### src/rtl/dac_wave_gen.sv
// Phase-accumulator waveform generator feeding a DAC serializer through a
// one-entry valid/ready output register with overrun detection.
//
// state    | meaning
// ---------+---------------------------------------------------
// ST_EMPTY | no pending sample, sample_valid low
// ST_FULL  | sample_data holds a sample not yet accepted
module dac_wave_gen (
    input  logic        sys_clk,
    input  logic        sys_rst,
    input  logic        enable,
    input  logic        tick,
    input  logic        sync_clr,
    input  logic [1:0]  wave_sel,
    input  logic [15:0] freq_word,
    input  logic [7:0]  amp_level,
    input  logic        ovr_clr,
    input  logic        sample_ready,
    output logic        sample_valid,
    output logic [7:0]  sample_data,
    output logic        overrun,
    output logic [15:0] sample_cnt
);

    typedef enum logic {ST_EMPTY, ST_FULL} state_t;

    state_t      state, state_nxt;
    logic        fire, accept, ovr_set;
    logic [15:0] phase, phase_cur, phase_nxt;
    logic [7:0]  tri_base, sample_nxt;

    assign fire         = tick & enable;
    // A sync clear takes effect for a fire in the same cycle.
    assign phase_cur    = sync_clr ? 16'h0000 : phase;
    assign sample_valid = (state == ST_FULL);
    assign accept       = sample_valid & sample_ready;
    assign ovr_set      = fire & sample_valid & ~sample_ready;
    assign tri_base     = {phase_cur[14:8], 1'b0};

    always_comb begin
        sample_nxt = 8'h00;
        case (wave_sel)
            2'b00: sample_nxt = phase_cur[15:8];
            2'b01: sample_nxt = phase_cur[15] ? ~tri_base : tri_base;
            2'b10: sample_nxt = phase_cur[15] ? 8'h00 : amp_level;
            2'b11: sample_nxt = amp_level;
            default: sample_nxt = 8'h00;
        endcase
    end

    always_comb begin
        phase_nxt = phase;
        if (fire)
            phase_nxt = phase_cur + freq_word;
        else if (sync_clr)
            phase_nxt = 16'h0000;
    end

    always_comb begin
        state_nxt = state;
        case (state)
            ST_EMPTY: if (fire) state_nxt = ST_FULL;
            ST_FULL:  if (!fire && sample_ready) state_nxt = ST_EMPTY;
            default:  state_nxt = ST_EMPTY;
        endcase
    end

    always_ff @(posedge sys_clk or posedge sys_rst) begin
        if (sys_rst) begin
            state <= ST_EMPTY;
            phase <= 16'h0000;
        end else begin
            state <= state_nxt;
            phase <= phase_nxt;
        end
    end

    always_ff @(posedge sys_clk or posedge sys_rst) begin
        if (sys_rst) begin
            sample_data <= 8'h00;
            overrun     <= 1'b0;
            sample_cnt  <= 16'h0000;
        end else begin
            if (fire)
                sample_data <= sample_nxt;
            // Set wins over a simultaneous clear.
            if (ovr_set)
                overrun <= 1'b1;
            else if (ovr_clr)
                overrun <= 1'b0;
            if (accept)
                sample_cnt <= sample_cnt + 16'h0001;
        end
    end

endmodule
### config.mk
export PLATFORM = sky130hd
export DESIGN_NAME = dac_wave_gen
export DESIGN_NICKNAME = d
export VERILOG_FILES = /design/src/rtl/dac_wave_gen.sv
export SDC_FILE = /design/constraint.sdc
export NUM_CORES = 1
export LEC_CHECK = 0
export BUFFER_PORTS_ARGS = -buffer_cell sky130_fd_sc_hd__buf_4
export CAP_MARGIN = 40
export CORE_UTILIZATION = 57
export CTS_BUF_LIST = sky130_fd_sc_hd__clkbuf_2 sky130_fd_sc_hd__clkbuf_4 sky130_fd_sc_hd__clkbuf_8
export CTS_CLUSTER_DIAMETER = 120
export CTS_CLUSTER_SIZE = 28
export DETAILED_ROUTE_END_ITERATION = 8
export PLACE_DENSITY = 0.93
export SLEW_MARGIN = 20
export SYNTH_ARGS = -nofsm -noshare
export SYNTH_HDL_FRONTEND = slang
export SYNTH_SLANG_ARGS = --single-unit
### constraint.sdc
create_clock -name sys_clk -period 2.8 [get_ports sys_clk]
set_input_delay 0.56 -clock sys_clk [delete_from_list [all_inputs] [get_ports sys_clk]]
set_output_delay 0.56 -clock sys_clk [all_outputs]
set_load 0.01 [all_outputs]
==> reports/results.ini, run 1 <==
[synthesis]
syn_area_per_cell_sq_um = 8.88
syn_inst = 312
synthMuxAreaShare_pct = 2.35
synth_fa_ha_area_share_pct = 6.14
yosysTopAreaCell = dfrtp_1
ys_types = 49
synth_edf_count = 0
async_flop_share_pct = 100
synth_top_area_share_pct = 37.9
synth.top_cells.by_area = dfrtp_1, xnor2_1, nand2_1, ha_1, o21ai_0
yosys_warnings = 0
synth-simple-area-share_pct = 19.8
syn_area_sq_mm = 0.00277
synth_seq_cells = 42
synth_top_family_by_area = simple AND/OR/NAND/NOR gates
synth_compound_area_share_pct = 18.1
syn-num-nets = 358
synth_seq_area_share_pct = 37.9
synth_xor_area_share_pct = 12.3
ys.flop_type = dfrtp_1

[routing]
routed_wirelength_um = 6080
via_per_inst = 5.82
first_iter_violations = 167
antenna_left = 0
wl_per_cell_um = 14.2
drc = 0
vias = 2484
drtPass1Iterations = 4

[floorplanning]
die_height_um = 71.7
io_pins = 59
fp.dieW_um = 71.7
dieArea_sq_mm = 0.00515
row_count = 25
start_util_pct = 59.1
core_sq_mm = 0.00469

[grt]
grt_pass1_vias = 2324
grt_pass1_wl_um = 10300
grt_util_all_layers_pct = 25.4
antenna_found_initial = 0
gr-usage-met2_pct = 44.1
met1_usage_pct = 32.2
grt_util_met3_pct = 3.66
grt.overflow.total = 0
grt_max_degree = 43
grt.busiest_layer = met2

[finish]
nFillCells = 353
seq_area_sq_mm = 0.00105
diodes = 0
final_cell_mix = buf_4, dfrtp_1, nand2_1
layout_commonest_cell = buf_4
instances_no_fill = 427
area_growth_pct = 24.0
layout-drive-gt1-share_pct = 23.6
multi_input_area_sq_mm = 0.00163
fin_nets = 418
utilization_pct = 73.2

[pwr]
vdd_drop_max_uv = 369
power_leakage_nw = 1.61
p_per_area_mw_per_mm2 = 547

[flow_run]
max_cap_violations = 0

[timing]
finalHoldViolCount = 0
tightest_slew_ns = 0.593
worst_slack_ns = 0.267
rsz0062_at_grt = false
finalSetupViolCount = 0
slew_headroom_pct = 60.4
skew_ns = 0.00790
clock.fmax_mhz = 395
period_share_pct = 90.5
period_minus_slack_ns = 2.53
drv_slew = 0
fin_tns_setup_ns = 0

[placed_design]
dp_cells = 419
place.gp.congestion = 0.879
dp_hpwl_um = 4600
place_ws_ns = -0.0234
port_buffers = 58

[status]
status = finished clean

[setup_path]
startpoint_type = register
cp_max_fo = 3
cp.required_ns = 2.98
cp.arrival_ns = 2.72
crit_type = reg -> reg
endpoint_kind = register

[clocking]
post_cts_buffers = 0
cts_buffers = 5
h-tree-depth = 2
ctsHoldBuffers = 0
cts_buffer_depth = 2
cts_sinks = 42
clk_pin_slew_ns = 0.09
insertion_delay_ns = 0.29
cts_tree = yes
cts_root_buffer = clkbuf_8
ctsResizeCount = 0

[hold_path]
hold_path_class = in -> async

-- worst max-delay path, stage by stage, from the launching register on --
cell and delay (ns):
dfrtp_1 0.36, nor2b_1 0.14, ha_1 0.21, fa_1 0.40
a211oi_1 0.26, nor2_1 0.09, o21ai_1 0.19, o22ai_1 0.14
a21boi_1 0.21, nor3_1 0.07, o32a_1 0.35
-- area by class of cell --
class	instances	share of cell area [%]
sequential	42	30.6
multi-input combinational	247	47.4
inverter	5	0.546
clock inverter	3	2.00
timing repair buffer	71	15.5
clock buffer	5	2.00
tap	54	1.97
-- synthesized netlist by cell type (all sizes together), types with 2 or more instances --
master   number
a21o          3
nor2         23
xnor2        31
and4          2
or4           2
o2111ai       2
nor2b        12
nand3         8
inv           5
nand2        41
mux2          4
xor2          8
buf           5
o211ai        4
mux2i         2
or2           3
o31ai         2
a31oi         9
ha           12
clkbuf       13
and3          4
nand2b        5
o22ai         2
o21ai        22
a21oi        15
dfrtp        42
and2          2
nor3          3
a211oi        9
-- per-layer routing --
| layer | vias to the layer above | share of wire, % |
|---|---|---|
| met1 | 1178 | 42 |
| li1 | 1223 | - |
| met3 | 4 | 6.1 |
| met2 | 79 | 51 |
| met4 | 0 | 0.94 |
| met5 | - | 0 |
-- through the flow --
stage	hold slack, ns	area [sq um]	power, mW
after floorplan	0.507	2780	1.11
final	0.395	3440	1.88
after global routing	0.443	3440	1.99
after CTS	0.407	3440	1.90
after detailed placement	0.473	3300	1.32
after global placement	0.464	3300	1.29
-- final timing paths --
check	from	end	slack (ns)	cells after the start
hold / removal	sys_rst	sample_cnt[4]	0.40	3
min in group sys_clk	ovr_clr	overrun	0.46	2
setup reg to reg	phase[0]	phase[14]	0.27	10
max in group asynchronous	sys_rst	phase[2]	2.05	3
hold reg to reg	sample_cnt[15]	sample_cnt[15]	0.48	1
setup / recovery	phase[0]	phase[14]	0.27	10
-- power by group --
group / internal, mW / switching (mW)
sequential: 0.689 / 0.0961
clock: 0.357 / 0.212
combinational: 0.274 / 0.252
-- cells by family (layout without fill, tap and decap cells) --
logic type	count (synthesis)	after routing
xor+xnor	39	39
flops	42	42
fa+ha+maj	13	13
buf+inv	23	84
compound gates	78	78
simple gates	111	111
mux	6	6
-- flip-flops by register name, summed over array words and instances, names as in the netlist --
register      cells
phase            16
overrun           1
sample_cnt       16
sample_valid      1
sample_data       8
Power figures use the tool's default switching activity.
==> inputs of run 2 (changes only) <==
CORE_UTILIZATION = 61   (was 57)
PLACE_DENSITY = 0.95   (was 0.93)
clock period = 3 ns   (was 2.8 ns; I/O delays follow)
==> run 2 against run 1 <==
Effect of this change: utilization is 3.5 points higher; sequential share of layout area is 0.86 points higher; via count is 3.2% lower; clock skew is 0.0028 ns higher; combinational power is 9.9% lower; clock power is 21% lower; power is 12% lower; first-iteration DRC count is 17% lower; worst setup slack better by 0.036 ns; register-to-register slack better by 0.06 ns.
==> reports/results.ini, run 2 (synthesized netlist as in run 1, its figures left out) <==
[flow_run]
max_cap_violations = 0  ; unchanged

[setup_path]
cp_max_fo = 10  ; +7
endpoint_kind = register
crit_type = in -> reg
startpoint_type = input pin
cp.arrival_ns = 2.88  ; +0.16 ns
cp.required_ns = 3.18  ; +0.20 ns

[clocking]
clk_pin_slew_ns = 0.08  ; about the same
insertion_delay_ns = 0.29  ; about the same
cts_root_buffer = clkbuf_8
cts_tree = yes
ctsResizeCount = 0  ; unchanged
post_cts_buffers = 0  ; unchanged
cts_buffer_depth = 2  ; unchanged
h-tree-depth = 2  ; unchanged
cts_sinks = 42  ; unchanged
cts_buffers = 5  ; unchanged
ctsHoldBuffers = 0  ; unchanged

[finish]
multi_input_area_sq_mm = 0.00163  ; unchanged
layout-drive-gt1-share_pct = 21.7  ; -1.9 points
seq_area_sq_mm = 0.00105  ; unchanged
final_cell_mix = buf_4, dfrtp_1, nand2_1
diodes = 0  ; unchanged
nFillCells = 301  ; -15%
top_regs = phase x16, sample_cnt x16, sample_data x8
area_growth_pct = 20.6
fin_nets = 409  ; -2.2%
layout_commonest_cell = buf_4
instances_no_fill = 416  ; -2.6%

[timing]
slew_headroom_pct = 66.1  ; +5.7 points
skew_ns = 0.0107  ; +0.00283 ns
drv_slew = 0  ; unchanged
period_minus_slack_ns = 2.70
clock.fmax_mhz = 371
period_share_pct = 89.9
finalSetupViolCount = 0  ; unchanged
tightest_slew_ns = 0.509  ; -0.0844 ns
finalHoldViolCount = 0  ; unchanged
rsz0062_at_grt = false
fin_tns_setup_ns = 0  ; unchanged

[routing]
via_per_inst = 5.78  ; -0.66%
drc = 0  ; unchanged
drtPass1Iterations = 4  ; unchanged
antenna_left = 0  ; unchanged
first_iter_violations = 138  ; -17%
wl_per_cell_um = 13.9  ; -2.0%
routed_wirelength_um = 5800  ; -4.6%
vias = 2404  ; -3.2%

[floorplanning]
row_count = 24  ; -4.0%
start_util_pct = 63.6  ; +4.6 points
die_height_um = 69.4  ; -3.2%
fp.dieW_um = 69.4  ; -3.2%
io_pins = 59  ; unchanged
dieArea_sq_mm = 0.00482  ; -6.4%
core_sq_mm = 0.00435  ; -7.2%

[grt]
antenna_found_initial = 0  ; unchanged
grt_util_all_layers_pct = 25.9  ; +0.52 points
gr-usage-met2_pct = 44.3  ; +0.21 points
grt_pass1_vias = 2345  ; +0.90%
grt_pass1_wl_um = 10100  ; -1.2%
grt_max_degree = 43  ; unchanged
grt.overflow.total = 0  ; unchanged
grt_util_met3_pct = 4.94  ; +1.3 points
met1_usage_pct = 32.3  ; +0.095 points
grt.busiest_layer = met2

[placed_design]
dp_cells = 408  ; -2.6%
place.gp.congestion = 0.846  ; -3.7%
port_buffers = 58  ; unchanged
dp_hpwl_um = 4320  ; -6.0%

[pwr]
p_per_area_mw_per_mm2 = 496  ; -9.3%
vdd_drop_max_uv = 248  ; -33%
power_leakage_nw = 1.56  ; -3.4%
total_power_mw = 1.66  ; -12%

[hold_path]
hold_path_class = in -> async

[status]
status = finished clean

-- run 2: cell types whose count changed in the layout (fill, tap and decap cells not counted), sizes merged --
cell | before | now
clkinv | 1 | 0
clkbuf | 5 | 6
clkinvlp | 0 | 1
bufinv | 2 | 1
buf | 71 | 62
-- run 2: power by group --
group          total [mW]  internal [mW]  switching [mW]
Clock               0.451          0.257           0.194
Sequential          0.733          0.644          0.0892
Combinational       0.474          0.245           0.228
Total                1.66           1.15           0.511
-- run 2: final timing paths --
path | start | to | slack [ns] | cells past startpoint
min in group sys_clk | sample_cnt[15] | sample_cnt[15] | 0.49 | 1
worst min register to register | sample_cnt[15] | sample_cnt[15] | 0.49 | 1
worst max-delay path | sync_clr | phase[14] | 0.30 | 11
worst max register to register | phase[0] | phase[14] | 0.33 | 10
max in group asynchronous | sys_rst | phase[1] | 2.21 | 3
worst min-delay path | sys_rst | sample_cnt[11] | 0.44 | 3
-- run 2: final cells by class --
type	instances	area share [%]
Sequential cell	42	31.4
Tap cell	52	1.95
Multi-Input combinational cell	247	48.7
Inverter	5	0.562
Timing Repair Buffer	62	13.9
Clock inverter	2	1.12
Clock buffer	6	2.28
-- run 2: per-stage QoR --
step                      hold slack (ns)  worst slack, ns  area, sq um  utilization, %
after global routing                0.487            0.179         3340            76.8
after CTS                           0.453            0.311         3340            76.8
final                               0.437            0.303         3340            76.8
after floorplan                     0.507           0.0435         2770               -
after detailed placement            0.476           0.0360         3230            74.1
after global placement              0.463            0.123         3230            74.1
-- run 2: worst max-delay path: stages --
cell      delay [ns]
buf_4           0.14
nor2b_1         0.07
ha_1            0.20
fa_1            0.43
a211oi_1        0.27
nor2_1          0.11
o21ai_1         0.23
o22ai_1         0.17
a21boi_1        0.23
nor3_1          0.07
o32a_1          0.35
-- run 2: per-layer routing --
layer | vias to the layer above | part of all wire, %
met3 | 8 | 5.9
li1 | 1201 | -
met5 | - | 0
met2 | 78 | 50
met4 | 0 | 1.2
met1 | 1117 | 43
